===== src/rtl/fetch_unit.sv =====
// -----------------------------------------------------------------------------
// fetch_unit
//
// Instruction fetch stage for the RV64 core. Owns the program counter, issues
// one 32-bit instruction read at a time to instruction memory, buffers the
// returned words with their PCs in a 2-entry FIFO and hands them to the
// decoder. A redirect from the back end flushes the FIFO and any fetch still
// in flight, then restarts fetching at the new PC.
//
// Parameters
//   RESET_PC        PC of the first fetch after reset.
//
// Ports
//   clk             clock, all state updates on the rising edge
//   reset           synchronous, active-high reset
//   redirect_valid  one-cycle pulse: flush and restart at redirect_pc
//   redirect_pc     new fetch PC, bits [1:0] ignored
//   mem_req_valid   fetch request valid
//   mem_req_addr    fetch address, 4-byte aligned
//   mem_req_ready   memory accepts the request this cycle
//   mem_resp_valid  read data valid (one per accepted request, in order)
//   mem_resp_data   instruction word returned by memory
//   instr_valid     FIFO head valid, to the decoder
//   instr           instruction word at the FIFO head
//   instr_pc        PC of instr
//   instr_ready     decoder consumes the head this cycle
// -----------------------------------------------------------------------------
module fetch_unit #(
  parameter logic [63:0] RESET_PC = 64'h0
) (
  input  logic        clk,
  input  logic        reset,
  input  logic        redirect_valid,
  input  logic [63:0] redirect_pc,
  output logic        mem_req_valid,
  output logic [63:0] mem_req_addr,
  input  logic        mem_req_ready,
  input  logic        mem_resp_valid,
  input  logic [31:0] mem_resp_data,
  output logic        instr_valid,
  output logic [31:0] instr,
  output logic [63:0] instr_pc,
  input  logic        instr_ready
);

  typedef enum logic [1:0] {
    ST_FETCH = 2'd0,  // may issue a request
    ST_WAIT  = 2'd1,  // one request outstanding, response will be kept
    ST_DRAIN = 2'd2   // one stale request outstanding, response is dropped
  } state_e;

  localparam int unsigned DEPTH = 2;

  state_e      state_q, state_d;
  logic [63:0] fetch_pc_q, fetch_pc_d;
  logic [63:0] inflight_pc_q, inflight_pc_d;
  logic [1:0]  count_q, count_d;
  logic        rd_ptr_q, rd_ptr_d;
  logic        wr_ptr_q, wr_ptr_d;

  logic [63:0] fifo_pc_q   [DEPTH];
  logic [31:0] fifo_data_q [DEPTH];

  logic        req_valid;
  logic        req_accept;
  logic        push;
  logic        pop;
  logic        flush;
  logic        head_valid;

  // The two low redirect bits are deliberately dropped to keep fetches aligned.
  logic        redirect_pc_unused;
  assign redirect_pc_unused = ^redirect_pc[1:0];

  // ---------------------------------------------------------------------------
  // Output decode. Everything visible is forced to zero while reset is high so
  // downstream logic never sees RESET_PC or stale FIFO contents mid-reset.
  // ---------------------------------------------------------------------------
  assign req_valid     = (state_q == ST_FETCH) && (count_q < 2'd2);
  assign mem_req_valid = req_valid && !reset;
  assign mem_req_addr  = reset ? 64'h0 : fetch_pc_q;
  assign req_accept    = mem_req_valid && mem_req_ready;

  assign head_valid    = (count_q != 2'd0) && !reset;
  assign instr_valid   = head_valid;
  assign instr         = head_valid ? fifo_data_q[rd_ptr_q] : 32'h0;
  assign instr_pc      = head_valid ? fifo_pc_q[rd_ptr_q]   : 64'h0;

  assign pop           = head_valid && instr_ready;
  assign flush         = redirect_valid;

  // ---------------------------------------------------------------------------
  // Next-state logic for the fetch FSM and program counter.
  // ---------------------------------------------------------------------------
  always_comb begin
    state_d       = state_q;
    fetch_pc_d    = fetch_pc_q;
    inflight_pc_d = inflight_pc_q;
    push          = 1'b0;

    unique case (state_q)
      ST_FETCH: begin
        // A response here is a protocol violation and is ignored.
        if (req_accept) begin
          inflight_pc_d = fetch_pc_q;
          fetch_pc_d    = fetch_pc_q + 64'd4;
          state_d       = ST_WAIT;
        end
      end
      ST_WAIT: begin
        // Space is guaranteed: a request only issues when count < 2.
        if (mem_resp_valid) begin
          push    = 1'b1;
          state_d = ST_FETCH;
        end
      end
      ST_DRAIN: begin
        if (mem_resp_valid) begin
          state_d = ST_FETCH;
        end
      end
      default: begin
        state_d = ST_FETCH;
      end
    endcase

    // Redirect overrides everything. If a request is still outstanding after
    // this cycle, its response must be swallowed in DRAIN; a response that
    // lands in the redirect cycle itself is simply dropped.
    if (redirect_valid) begin
      fetch_pc_d = {redirect_pc[63:2], 2'b00};
      push       = 1'b0;
      if (((state_q == ST_WAIT)  && !mem_resp_valid) ||
          ((state_q == ST_FETCH) && req_accept)      ||
          ((state_q == ST_DRAIN) && !mem_resp_valid)) begin
        state_d = ST_DRAIN;
      end else begin
        state_d = ST_FETCH;
      end
    end
  end

  // ---------------------------------------------------------------------------
  // FIFO occupancy and pointers. A pop in the flush cycle still delivers the
  // head to the decoder; the flush then discards whatever remains.
  // ---------------------------------------------------------------------------
  always_comb begin
    count_d  = count_q;
    rd_ptr_d = rd_ptr_q;
    wr_ptr_d = wr_ptr_q;

    if (flush) begin
      count_d  = 2'd0;
      rd_ptr_d = 1'b0;
      wr_ptr_d = 1'b0;
    end else begin
      unique case ({push, pop})
        2'b10:   count_d = count_q + 2'd1;
        2'b01:   count_d = count_q - 2'd1;
        default: count_d = count_q;
      endcase
      rd_ptr_d = rd_ptr_q ^ pop;
      wr_ptr_d = wr_ptr_q ^ push;
    end
  end

  // ---------------------------------------------------------------------------
  // State registers.
  // ---------------------------------------------------------------------------
  always_ff @(posedge clk) begin
    if (reset) begin
      state_q       <= ST_FETCH;
      fetch_pc_q    <= RESET_PC;
      inflight_pc_q <= 64'h0;
      count_q       <= 2'd0;
      rd_ptr_q      <= 1'b0;
      wr_ptr_q      <= 1'b0;
    end else begin
      state_q       <= state_d;
      fetch_pc_q    <= fetch_pc_d;
      inflight_pc_q <= inflight_pc_d;
      count_q       <= count_d;
      rd_ptr_q      <= rd_ptr_d;
      wr_ptr_q      <= wr_ptr_d;
    end
  end

  // ---------------------------------------------------------------------------
  // FIFO storage. Entries carry no reset: they are only observable through
  // instr/instr_pc, which are masked whenever the FIFO is empty.
  // ---------------------------------------------------------------------------
  for (genvar gi = 0; gi < DEPTH; gi++) begin : g_entry
    always_ff @(posedge clk) begin
      if (!reset && push && (wr_ptr_q == 1'(gi))) begin
        fifo_pc_q[gi]   <= inflight_pc_q;
        fifo_data_q[gi] <= mem_resp_data;
      end
    end
  end

endmodule


===== config.mk =====
export PLATFORM = sky130hd
export DESIGN_NAME = fetch_unit
export DESIGN_NICKNAME = d
export VERILOG_FILES = /design/src/rtl/fetch_unit.sv
export SDC_FILE = /design/constraint.sdc
export NUM_CORES = 1
export LEC_CHECK = 0
export BUFFER_PORTS_ARGS = -buffer_cell sky130_fd_sc_hd__buf_2
export CAP_MARGIN = 15
export CORE_UTILIZATION = 60
export CTS_CLUSTER_DIAMETER = 50
export DETAILED_ROUTE_END_ITERATION = 8
export GPL_TIMING_DRIVEN = 0
export PLACE_DENSITY_LB_ADDON = 0.1
export SYNTH_ARGS = -nofsm -noshare
export SYNTH_HDL_FRONTEND = slang
export SYNTH_SLANG_ARGS = --single-unit

===== constraint.sdc =====
create_clock -name clk -period 19.9 [get_ports clk]
set_input_delay 0 -clock clk [delete_from_list [all_inputs] [get_ports clk]]
set_output_delay 0 -clock clk [all_outputs]
set_load 0.03 [all_outputs]

Word level (Yosys, flattened, before mapping)
Memory sizes are Yosys's and may differ from the RTL's. A register that Yosys moved wholly into a read port is not among the register bits.
Index checks and enable logic that the tools add are counted.
- $lt $le $gt $ge: 1
- bitwise operators: 3
- mux-type cells: 27
- add/subtract/negate cells: 3
- eq/ne operators: 6
- reductions and logical operators: 27
- operators with widths (kind ; number):
    $mux 64 ; 6
    $add 64x3->64 const B ; 1
    $mux 32 ; 2
    $reduce_or 64->1 ; 1
    $reduce_or 32->1 ; 1
    $mux 1 ; 13
    $logic_and 1x1->1 ; 11
    $mux 2 ; 4
    $pmux 2 s2 ; 2
    $reduce_bool 2->1 ; 4
    $reduce_and 2->1 ; 3
    $eq 2x1->1 const B ; 2
    $eq 2x2->1 const B ; 2
    $reduce_or 2->1 ; 2
    $ne 3x1->1 const B ; 1
    $ne 3x3->1 const B ; 1
    $add 2x1->2 const B ; 1
    $logic_not 1->1 ; 2
    $logic_not 2->1 ; 1
    $logic_or 1x1->1 ; 2
    $lt 2x2->1 const B ; 1
    $sub 2x1->2 const B ; 1
    $xor 1x1->1 ; 2
    $not 1->1 ; 1
- input port bits: 102
- bits in registers: 134
- bits in writable memories: 192
- memories: 2
- output and inout bits: 162
- memories (name ; words ; width ; rd ports ; clocked after Yosys merged registers in ; write ports ; RTL line ; source):
    fifo_pc_q ; 2 ; 64 ; 1 ; 1 ; 1 ; 61 ; logic [63:0] fifo_pc_q [DEPTH];
    fifo_data_q ; 2 ; 32 ; 1 ; 1 ; 1 ; 62 ; logic [31:0] fifo_data_q [DEPTH];

Logic depth before layout (Yosys ltp)
- depth in word-level cells: 9
- mapped depth: 9
- depth with buffers taken out: 8

Worst setup path before layout
OpenSTA, ideal clock, no wires.
- path type: register to register
- start: register state_q[1]
- end: memory fifo_data_q[0][0], enable pin
- clock period less this slack: 7725 ps
- arrival time: 7063 ps
- slack: 12175 ps
- stages on the path, launching flop included: 5
- cell sequence: dfxtp_1 > inv_1 > ha_1 > nand2_1 > nor3_1
- cells in the longest elaborated chain, start to end: 9
- elaborated cells on any way between the ends: 13
- those cells by class: eq/ne: 1; mux: 8; reduce/logical: 4
- RTL lines (item ; RTL line ; source):
    start, declared ; 54 ; state_e state_q, state_d;
    start signal, assigned ; 179 ; state_q <= state_d;
    $eq 2x1->1 * ; 101 ; unique case (state_q)
    $mux 1 * ; 101 ;
    $mux 1 * ; 130 ; if (redirect_valid) begin
    $logic_and 1x1->1 * ; 194 ; if (!reset && push && (wr_ptr_q == 1'(gi))) begin
    $logic_and 1x1->1 ; 194 ;
    $mux 1 ; 194 ;
    $mux 1 (not written as such) ; 196 ; fifo_data_q[gi] <= mem_resp_data;
    $reduce_or 32->1 (no source line) ; - ;
    $mux 1 (no source line) ; - ;
    end, declared ; 62 ;
Mark *: on every way between the ends. The rest lies on a longest branch, timed or not.

Worst setup path after layout
- start: register fetch_pc_q[32]
- end: register fetch_pc_q[61]
- cells in the longest elaborated chain, start to end: 4
- RTL lines (item ; RTL line ; source):
    start, declared ; 55 ; logic [63:0] fetch_pc_q, fetch_pc_d;
    start signal, assigned ; 180 ; fetch_pc_q <= fetch_pc_d;
    $add 64x3->64 ; 106 ; fetch_pc_d = fetch_pc_q + 64'd4;
    $mux 64 ; 104 ; if (req_accept) begin
    $mux 64 ; 101 ;
    $mux 64 ; 130 ;
No other way between the ends. The select of a mux whose other input is x is not followed.
A chain may end at the register's enable or synchronous reset.

==> flow_summary_export.csv <==
group,metric,value,unit
worst_setup_path,cp_data_arrival_time,4320,ps
worst_setup_path,worst_ep_required_time,20300,ps
clocking,clock_path_buffers,3,
layout,synthToLayoutAreaGrowth,29.4,%
logic_synthesis,synth_area_per_cell,10.8,um2
route,via_count,11550,
worst_setup_path,crit_type,"reg -> reg",
sta,fin_tns_setup,0,ps
logic_synthesis,ys_seq_elements,318,
die,core-area,22100,um2
global_route,grt_pass1_wl,60900,um
layout,postLayoutCoreUtil,80.0,%
placed_design,place.gp.congestion,0.950,
route,viasPerCell,5.82,
route,first_pass_iters,5,
route,initialDrtViolationCount,1108,
die,std_cell_rows,54,
power,powerDensity,84.3,nW/um2
sta,maxSlewViolCount,0,
power,power_switching,0.340,mW
sta,fin_crit,3920,ps
clocking,cts_tree,"done",
logic_synthesis,yosys_warnings,0,
outcome,outcome,"complete, no violations",
logic_synthesis,yosysMostFrequentCell,"edfxtp_1",
layout,drive_gt1_share,20.0,%
sta,fin_skew,23.9,ps
clocking,post-cts-setup-buffers,0,
worst_setup_path,reg2reg_depth,8,
worst_setup_path,ff2ff_setup_slack,15980,ps
sta,finalSetupViolations,0,
power,switching_share,22.8,%
logic_synthesis,async_flop_share,0,%
hold_path,min_path_type,"in -> reg",
hold_path,min_path_cells,5,
die,ioPinCount,264,
layout,nets,1788,
worst_setup_path,timing.rr.end,"fetch_pc_q[61]$_SDFFE_PP0P_",
global_route,overflow,0,
global_route,grt_max_degree,14,
global_route,grt_usage,33.9,%
clocking,path_clk_slew,60,ps
logic_synthesis,synth_top_cells_by_count,"edfxtp_1 (188), nand2_1 (168), nor2_1 (164), dfxtp_1 (130), mux2i_1 (95)",
route,wl,39900,um
sta,fmax,0.255,GHz
sta,maxSlewHeadroom,26.1,%
logic_synthesis,syn-instance-count,1268,
power,peakVddDrop,0.0558,mV
clocking,cts_buffers,36,
logic_synthesis,mappedNetlistArea,13700,um2
die,start_util,61.8,%
power,pwr-share-clk,44.1,%
placed_design,dp_hpwl,26800,um
global_route,grt_pass1_vias,11058,
route,wl_per_cell,20.1,um
worst_setup_path,critPathCaptureType,"flop",
global_route,grt_antenna_before_repair,0,
logic_synthesis,ys_seq_area_share,60.4,%
die,die_w,153,um
logic_synthesis,synth_largest_area_cell,"edfxtp_1",
sta,post-route-period-util,19.7,%
hold_path,hold_start,"mem_req_ready",
route,drc_errors,0,
worst_setup_path,critPathLaunchType,"flop",
flow_run,maxCapViolCount,0,
clocking,htreeDepth,2,
sta,finalHoldViolCount,0,
die,die-area,23400,um2
logic_synthesis,synthTopCellsByArea,"edfxtp_1 (41%), dfxtp_1 (19%), mux2i_1 (7.0%), nand2_1 (4.6%), nor2_1 (4.5%)",
placed_design,port_buffers,257,
power,pwr-share-comb,7.3,%
die,die_h,153,um
power,internal-power,1.15,mW
route,ant_nets,0,
sta,rsz0062_at_grt,"false",
logic_synthesis,synth_cell_types,57,
logic_synthesis,synth_edf_count,188,
layout,antennaDiodeCount,0,
logic_synthesis,synth_top_cell_area_share,41.3,%
clocking,cts-root-buf,"clkbuf_16",
hold_path,hold-path-endpoint,"fetch_pc_q[6]$_SDFFE_PP0P_",
sta,tightestPinTransition,1100,ps
clocking,clk_latency,510,ps
logic_synthesis,dominantRegCellSynth,"edfxtp_1",
clocking,cts.sinks,318,
power,p_leak,6.64,nW
worst_setup_path,cp_max_fo,10,
power,power_frac_seq,48.6,%
worst_setup_path,reg2reg_from,"fetch_pc_q[32]$_SDFFE_PP0P_",
worst max path at each step:
stage,startpoint,end,cells past startpoint
detailed placement,fetch_pc_q[32]$_SDFFE_PP0P_,fetch_pc_q[55]$_SDFFE_PP0P_,7
floorplan,state_q[1]$_SDFFE_PP0P_,fifo_data_q[0][0]$_DFFE_PP_,4
finish,fetch_pc_q[32]$_SDFFE_PP0P_,fetch_pc_q[61]$_SDFFE_PP0P_,8
CTS,fetch_pc_q[32]$_SDFFE_PP0P_,fetch_pc_q[61]$_SDFFE_PP0P_,8
global route,fetch_pc_q[32]$_SDFFE_PP0P_,fetch_pc_q[61]$_SDFFE_PP0P_,8
global placement,state_q[1]$_SDFFE_PP0P_,fifo_pc_q[1][28]$_DFFE_PP_,4
power groups by stage:
stage	logic (mW)	clock network [mW]	registers, mW
2_1_floorplan	0.0563	0	0.731
3_3_place_gp	0.0876	0	0.737
3_5_place_dp	0.0900	0	0.737
4_1_cts	0.106	0.661	0.723
5_1_grt	0.116	0.687	0.725
6_report	0.109	0.657	0.724
metrics by stage:
step                      hold slack [ps]  power, mW  cells  setup WS, ps  instance area, um2
final                                37.3       1.49   1986         15980               17700
after global routing                 65.3       1.53   1986         15930               17700
after CTS                            20.8       1.49   1985         16170               17700
after detailed placement              193      0.827   1824         16740               15500
after global placement                188      0.824   1808          8680               15300
after floorplan                      98.9      0.787   1271         12180               13700
cells in the final DEF, fill, tap and decap left out, types with 19 or more instances in the layout:
cell             n
a211oi_1        23
a21oi_1         73
a311oi_1        19
buf_2          260
clkbuf_1        84
clkbuf_16       38
dfxtp_1        130
dlygate4sd3_1   98
edfxtp_1       188
mux2i_1         95
nand2_1        168
nand3_1         28
nand4_1         28
nor2_1         164
nor2b_1         59
xnor2_1         21
per-layer routing:
layer	global-route usage [%]	up-vias	share of wire, %	wire [um]
met4	12.0	0	3.3	1320
met3	7.03	93	9.3	3700
met1	43.8	5460	39	15700
met2	56.7	640	48	19200
li1	-	5357	-	-
met5	0	-	0	0
cell families (layout without fill, tap and decap cells):
group                    count (synthesis)  in the layout  synth area share, %
XOR/XNOR                                37             37                 2.37
other                                    1              4               0.0275
buffers and inverters                  106            541                 3.11
flip-flops                             318            318                 60.4
AO/OA/AOI/OAI                          165            165                 7.79
AND/OR/NAND/NOR                        541            541                 18.9
multiplexers                            95             95                 6.96
adder cells (fa/ha/maj)                  5              5                0.458
registers in the layout (all words and copies together), names as in the netlist:
register,count
inflight_pc_q,62
rd_ptr_q,1
fifo_data_q,64
fetch_pc_q,62
count_q,2
fifo_pc_q,124
wr_ptr_q,1
state_q,2
what timing repair did:
item	in CTS	in global routing
endpoints found under the setup margin	0	0
gates resized for setup	0	0
endpoints found under the hold margin	129	0
hold buffers	98	0
worst max-delay path: stages (launching register included):
cell           delay (ps)
dfxtp_1               320
clkbuf_1              320
nand4_1               420
nor4_1                720
nand4_1               320
clkbuf_1              340
or4b_2                690
o2111a_1              130
dlygate4sd3_1         540
cell type report:
| class | count | area [um2] |
|---|---|---|
| Tap cell | 280 | 350 |
| Clock inverter | 12 | 155 |
| Buffer | 93 | 375 |
| Sequential cell | 318 | 8250 |
| Multi-Input combinational cell | 847 | 5010 |
| Fill cell | 1408 | 4420 |
| Clock buffer | 51 | 1020 |
| Timing Repair Buffer | 372 | 2470 |
| Inverter | 13 | 48.8 |
Note: power is estimated with default switching activity, not from simulation.
